--- config.mk ---
export PLATFORM = sky130hd
export DESIGN_NAME = vga_sync_controller
export DESIGN_NICKNAME = d
export VERILOG_FILES = /design/src/rtl/vga_sync_controller.sv
export SDC_FILE = /design/constraint.sdc
export NUM_CORES = 1
export LEC_CHECK = 0
export BUFFER_PORTS_ARGS = -buffer_cell sky130_fd_sc_hd__buf_4
export CORE_ASPECT_RATIO = 0.7
export CORE_MARGIN = 3
export CORE_UTILIZATION = 53
export CTS_CLUSTER_DIAMETER = 50
export DETAILED_ROUTE_END_ITERATION = 7
export GPL_TIMING_DRIVEN = 0
export PLACE_DENSITY = 0.84
export SLEW_MARGIN = 15
export SYNTH_ARGS = -nofsm -noshare
export SYNTH_HDL_FRONTEND = slang
export SYNTH_SLANG_ARGS = --single-unit
--- constraint.sdc ---
create_clock -name clk -period 2.32 [get_ports clk]
set_input_delay 0.116 -clock clk [delete_from_list [all_inputs] [get_ports clk]]
set_output_delay 0.116 -clock clk [all_outputs]
set_load 0.02 [all_outputs]
--- src/rtl/vga_sync_controller.sv ---
// vga_sync_controller
// Pixel timing master for the VGA text path: divides clk down to a pixel
// tick, runs the horizontal/vertical position counters and produces the
// registered sync pulses, the active-video flag and a frame-start strobe.
// Optional feature macro: VGA_FRAME_COUNT_EN adds an 8-bit frame counter
// (frame_cnt) used for cursor/text blink timing.

module vga_sync_controller #(
  parameter int CLK_DIV   = 4,
  parameter int H_DISPLAY = 640,
  parameter int H_FRONT   = 16,
  parameter int H_SYNC    = 96,
  parameter int H_BACK    = 48,
  parameter int V_DISPLAY = 480,
  parameter int V_FRONT   = 10,
  parameter int V_SYNC    = 2,
  parameter int V_BACK    = 33
) (
  input  logic       clk,
  input  logic       reset,
  output logic       p_tick,
  output logic [9:0] pixel_x,
  output logic [9:0] pixel_y,
  output logic       video_on,
  output logic       hsync,
  output logic       vsync,
  output logic       frame_start
`ifdef VGA_FRAME_COUNT_EN
  ,
  output logic [7:0] frame_cnt
`endif
);

  localparam int H_TOTAL = H_DISPLAY + H_FRONT + H_SYNC + H_BACK;
  localparam int V_TOTAL = V_DISPLAY + V_FRONT + V_SYNC + V_BACK;

  localparam logic [3:0] DIV_LAST = 4'(CLK_DIV - 1);
  localparam logic [9:0] H_LAST   = 10'(H_TOTAL - 1);
  localparam logic [9:0] V_LAST   = 10'(V_TOTAL - 1);
  localparam logic [9:0] H_ACT    = 10'(H_DISPLAY);
  localparam logic [9:0] V_ACT    = 10'(V_DISPLAY);
  localparam logic [9:0] HS_START = 10'(H_DISPLAY + H_FRONT);
  localparam logic [9:0] HS_END   = 10'(H_DISPLAY + H_FRONT + H_SYNC - 1);
  localparam logic [9:0] VS_START = 10'(V_DISPLAY + V_FRONT);
  localparam logic [9:0] VS_END   = 10'(V_DISPLAY + V_FRONT + V_SYNC - 1);

  // The counters are 10 bits wide, so the totals must fit in 0..1023,
  // and the 4-bit divider only covers divide ratios of 1..16.
  if (H_TOTAL > 1024) begin : g_h_total_chk
    $error("vga_sync_controller: H_TOTAL (%0d) exceeds 1024", H_TOTAL);
  end
  if (V_TOTAL > 1024) begin : g_v_total_chk
    $error("vga_sync_controller: V_TOTAL (%0d) exceeds 1024", V_TOTAL);
  end
  if (CLK_DIV < 1 || CLK_DIV > 16) begin : g_div_chk
    $error("vga_sync_controller: CLK_DIV (%0d) outside 1..16", CLK_DIV);
  end

  logic [3:0] div_cnt;
  logic [9:0] h_count;
  logic [9:0] v_count;
  logic       h_wrap;
  logic       v_wrap;
  logic       frame_wrap;

  // Pixel divider: free-running 0..CLK_DIV-1, restarted by reset.
  always_ff @(posedge clk) begin
    if (reset) begin
      div_cnt <= '0;
    end else if (div_cnt == DIV_LAST) begin
      div_cnt <= '0;
    end else begin
      div_cnt <= div_cnt + 4'd1;
    end
  end

  // Pixel tick is suppressed during reset so CLK_DIV=1 does not tick early.
  always_comb begin
    p_tick     = (div_cnt == DIV_LAST) & ~reset;
    h_wrap     = (h_count == H_LAST);
    v_wrap     = (v_count == V_LAST);
    frame_wrap = p_tick & h_wrap & v_wrap;
  end

  // Position counters advance one pixel per tick; a line wrap bumps the row.
  always_ff @(posedge clk) begin
    if (reset) begin
      h_count <= '0;
      v_count <= '0;
    end else if (p_tick) begin
      h_count <= h_wrap ? 10'd0 : h_count + 10'd1;
      if (h_wrap) begin
        v_count <= v_wrap ? 10'd0 : v_count + 10'd1;
      end
    end
  end

  // Sync pulses and frame strobe are registered from the current position,
  // so they trail pixel_x/pixel_y by one clk.
  always_ff @(posedge clk) begin
    if (reset) begin
      hsync       <= 1'b1;
      vsync       <= 1'b1;
      frame_start <= 1'b0;
    end else begin
      hsync       <= ~((h_count >= HS_START) && (h_count <= HS_END));
      vsync       <= ~((v_count >= VS_START) && (v_count <= VS_END));
      frame_start <= frame_wrap;
    end
  end

  // Active video is purely combinational so it lines up with pixel_x/pixel_y.
  always_comb begin
    pixel_x  = h_count;
    pixel_y  = v_count;
    video_on = (h_count < H_ACT) && (v_count < V_ACT);
  end

`ifdef VGA_FRAME_COUNT_EN
  // Frame counter steps on the same edge that raises frame_start.
  always_ff @(posedge clk) begin
    if (reset) begin
      frame_cnt <= '0;
    end else if (frame_wrap) begin
      frame_cnt <= frame_cnt + 8'd1;
    end
  end
`endif

endmodule
# --- Yosys cells after proc, flatten, opt, wreduce, memory -nomap -nowiden ---
# Cells that the tools add are included.
word_totals:
  regBits: 27
  inputBits: 2
  wordCells: 31
op_classes:
  n_addsub: 3
  order_cmp: 6
  n_eq_ne: 3
  n_mux: 2
  n_bitwise: 6
  n_reduce_logical: 5
op_table:
  columns: ["operator", "count"]
  rows:
  - ["$add 10x1->10 const B", 2]
  - ["$eq 10x10->1 const B", 2]
  - ["$mux 10", 2]
  - ["$ge 10x10->1 const B", 1]
  - ["$ge 10x9->1 const B", 1]
  - ["$le 10x10->1 const B", 1]
  - ["$le 10x9->1 const B", 1]
  - ["$lt 10x10->1 const B", 1]
  - ["$lt 10x9->1 const B", 1]
  - ["$add 4x1->4 const B", 1]
  - ["$eq 4x2->1 const B", 1]
  - ["$and 1x1->1", 3]
  - ["$logic_and 1x1->1", 3]
  - ["$not 1->1", 3]
  - ["$reduce_and 2->1", 1]
  - ["$reduce_or 2->1", 1]

# --- Logic depth before layout (Yosys ltp) ---
logic_depth:
  ltp_word: 4
  ltp_mapped: 9

# --- Least setup slack after synthesis ---
# Ideal clock, no wire load.
synth_timing:
  path_type: "register -> register"
  from: "register div_cnt[0]"
  to: "register v_count[7], in the netlist pixel_y[7]"
  arrival_time_ns: 2.006
  required_time_ns: 2.253
  path_slack_ns: 0.247
  stages_incl_launch_ff: 9
  synth_period_minus_slack_ns: 2.073
  path_cell_list: "dfxtp_1 -> ha_1 -> or4b_1 -> buf_6 -> inv_6 -> nand4_4 -> buf_6 -> or4_4 -> a21oi_2"
synth_via:
  elab_chain_len: 3
synth_lines:
  columns: ["element", "line_no", "rtl"]
  rows:
  - ["start, declared", "59", "logic [3:0] div_cnt;"]
  - ["start signal, assigned", "73", "div_cnt <= div_cnt + 4'd1;"]
  - ["$eq 4x2->1", "79", "p_tick = (div_cnt == DIV_LAST) & ~reset;"]
  - ["$and 1x1->1", "79", null]
  - ["via p_tick", "21", "output logic p_tick,"]
  - ["$reduce_and 2->1 (no line)", null, null]
  - ["end signal, assigned", "93", "v_count <= v_wrap ? 10'd0 : v_count + 10'd1;"]
  - ["end, declared", "61", "logic [9:0] v_count;"]
# The timed path passes the listed nets, and every way through them passes these cells.
# A chain may end at the register's enable or synchronous reset.

# --- Final worst setup path ---
layout_timing:
  from: "register div_cnt[0]"
  to: "register v_count[7], in the netlist pixel_y[7]"
layout_via:
  elab_chain_len: 3
layout_lines:
  columns: ["element", "line_no"]
  rows:
  - ["$eq 4x2->1", "79"]
  - ["$and 1x1->1", "79"]
  - ["$reduce_and 2->1 (no line)", null]
# No other way between the ends.

==> results.tsv <==
stage	metric	value	unit
sta	Final period util	95.6	%
worst_setup_path	CP startpoint kind	register	
power_and_ir_drop	P_leak	0.606	nW
clock_tree	post_cts resized	0	
synth	Cell variety after synth	33	
clock_tree	buffers inserted by post-CTS timing repair	0	
sta	Tmin final	2220	ps
sta	Slew headroom	48.7	%
sta	skew final	23.7	ps
synth	post-synthesis simple-gate area fraction	31.7	%
cells_and_area	commonest cells after routing, fill and taps aside	27 x dfxtp_1, 26 x buf_4, 18 x nor2_1	
power_and_ir_drop	Gate power share	5.1	%
cells_and_area	ratio of cells with drive above 1 in the final layout	23.4	%
sta	max frequency	451	MHz
clock_tree	CTS Hold Bufs	0	
sta	Worst-Margin Slew	765	ps
power_and_ir_drop	Int Pwr	0.550	mW
clock_tree	Worst-Skew Late Latency	350	ps
synth	synthesis warning total	0	
cells_and_area	fin cells	216	
worst_setup_path	Critical Path AT	2490	ps
global_route	pin count of the biggest net entering global routing	17	
worst_setup_path	maximum fanout along the worst path	10	
global_route	first-pass GRT wire length	5.06	mm
clock_tree	CTS Sinks	27	
power_and_ir_drop	Clock power frac	29.6	%
synth	multiplexer share of the synthesized area	0.839	%
die	Die ar.	3180	µm²
cells_and_area	design area	1620	µm²
synth	sequential cell area fraction in the yosys report	40.3	%
routing	Avg WL per Cell	15.4	µm
routing	detailed-route DRC error count	0	
die	Initial Utilization	59.0	%
routing	Routed Antenna Nets	0	
clock_tree	Num CTS Buffers	3	
synth	synthesized cell area	1340	µm²
cells_and_area	final net count	193	
routing	drt pass-1 iters	4	
worst_setup_path	CP Capture Type	register	
run	Max Cap Viol	0	
die	core footprint	2280	µm²
power_and_ir_drop	Worst IR Drop VDD	0.269	mV
global_route	vias in the first global route	1102	
global_route	initial antenna violation count	0	
placement	DP Wirelength	2.53	mm
routing	Vias	1221	
synth	Mapped Avg Cell Area	8.72	µm²
die	I/O pins	27	
routing	DRT Wirelength	3.33	mm
synth	Synth Area in XOR/XNOR	6.52	%
synth	Synth Area in Adders	5.59	%
clock_tree	clock root buffer master	clkbuf_4	
clock_tree	CTS tree	done	
placement	Inst Count DP	212	
sta	setup TNS	0	ps
cells_and_area	commonest non-fill, non-tap cell in the layout	dfxtp_1	
die	site row count	14	
power_and_ir_drop	Pwr Density	451	nW/µm²
clock_tree	clock-pin slew on the worst setup and hold paths	160	ps
synth	FF+latch count, synth	27	
hold_path	min-delay worst type	in -> reg	
outcome	outcome	finished, final reports clean	
cells_and_area	area delta synth->final	20.4	%
global_route	Total Routing Usage GR	21.7	%
clock_tree	H-tree levels	1	
synth	largest family of logic cells by synthesized area	simple AND/OR/NAND/NOR gates	
power_and_ir_drop	Sw Share	24.5	%
sta	hold_ws	253	ps
die	die extent in y	48.1	µm
global_route	gr ovfl total	0	
sta	# setup viols final	0	
power_and_ir_drop	sequential share of power	65.3	%
clock_tree	CTS Buffer Depth	2	
placement	I/O Buffers	26	
synth	Mapped Cells	154	
worst_setup_path	required time worst endpoint	2600	ps
sta	final hold viol count	0	
placement	dpl cell area	1580	µm²
power_and_ir_drop	NetSw	0.179	mW
placement	routability cong.	0.812	
cells_and_area	# diodes	0	
routing	1st-iter DRT viols	92	
synth	Synth Area in Compound Gates	9.97	%
routing	Vias per Instance	5.65	
worst_setup_path	critical path class	reg -> reg	
sta	RSZ-0062 raised after global routing	no	
sta	Max Slew Vio Count	0	
synth	Syn Nets	162	
die	chip width	66.2	µm
## critical path: stages, from the launching register on
cell	delay [ps]
dfxtp_1	400
ha_2	230
or4b_1	460
buf_6	160
inv_6	60
nand4_4	70
buf_6	160
or4_4	470
a21oi_2	130
## cells in the mapped netlist
master	n	share of area [%]
a21oi_2	1	0.65
nor3_1	3	1.1
a21oi_1	9	3.4
buf_6	2	1.7
or4b_1	1	0.75
ha_1	6	5.6
or3_1	5	2.3
nor4bb_1	1	0.75
nand3_1	10	3.7
clkbuf_1	3	0.84
and3_1	4	1.9
inv_1	7	2.0
and2_1	1	0.47
o21ai_1	1	0.37
nor4_1	3	1.4
or4_4	1	0.84
and4_1	1	0.65
or4b_2	1	0.75
nor2_1	18	5.0
o31ai_1	3	1.7
nor3b_1	1	0.56
xnor2_1	6	3.9
or4_1	3	1.7
inv_6	1	0.65
mux2_2	1	0.84
nand4_4	1	1.6
o31ai_2	1	0.93
nand2_1	13	3.6
nor4b_4	1	1.8
o21ai_0	8	3.0
xor2_1	4	2.6
dfxtp_1	27	40
nand4_1	6	2.8
## per-layer routing
| layer | global-route usage (%) | routed length (µm) | vias up |
|---|---|---|---|
| met4 | 4.86 | 17 | 0 |
| met2 | 38.3 | 1660 | 36 |
| li1 | - | - | 610 |
| met1 | 27.4 | 1420 | 571 |
| met3 | 5.99 | 231 | 4 |
| met5 | 0 | 0 | - |
## cells by family (layout without fill, tap and decap cells)
group | Yosys count | in the layout
buffers and inverters | 13 | 43
AOI/OAI and AO/OA | 23 | 23
muxes | 1 | 1
and+or+nand+nor | 74 | 74
adders and majority gates | 6 | 6
xor gates and xnor gates | 10 | 10
DFF | 27 | 27
## metrics by stage
stage	utilization (%)	setup WS [ps]	power [mW]
floorplan	-	247	0.509
global placement	69.3	196	0.519
detailed placement	69.3	123	0.522
CTS	70.6	74.4	0.729
global route	71.0	0.620	0.756
finish	71.0	102	0.728
## power by group through the flow
stage,logic [mW],registers (mW),clock network [mW]
6_report,0.0369,0.476,0.216
3_3_place_gp,0.0344,0.485,0
4_1_cts,0.0368,0.475,0.217
5_1_grt,0.0405,0.477,0.239
2_1_floorplan,0.0234,0.486,0
3_5_place_dp,0.0364,0.486,0
## flip-flops by register name (all words and copies together), names as in the netlist
| signal | count |
|---|---|
| div_cnt | 4 |
| pixel_y | 10 |
| vsync | 1 |
| pixel_x | 10 |
| hsync | 1 |
| frame_start | 1 |
## final timing paths
| path | startpoint | to | slack, ps | depth (start not counted) |
|---|---|---|---|---|
| min | reset | div_cnt[3] | 250 | 3 |
| max reg2reg | div_cnt[0] | pixel_y[7] | 100 | 8 |
| max | div_cnt[0] | pixel_y[7] | 100 | 8 |
| min reg2reg | div_cnt[0] | div_cnt[0] | 490 | 1 |
## cell type report
class                   instances  area (µm²)
repair buffers                 26         195
clock buffers                   3        22.5
flip-flops and latches         27         541
clock inverters                 1        7.51
multi-input cells             114         741
plain buffers                   5        35.0
fillers                       188         661
well taps                      32        40.0
inverters                       8        35.0
No activity file was read; power rests on OpenSTA's default activity.
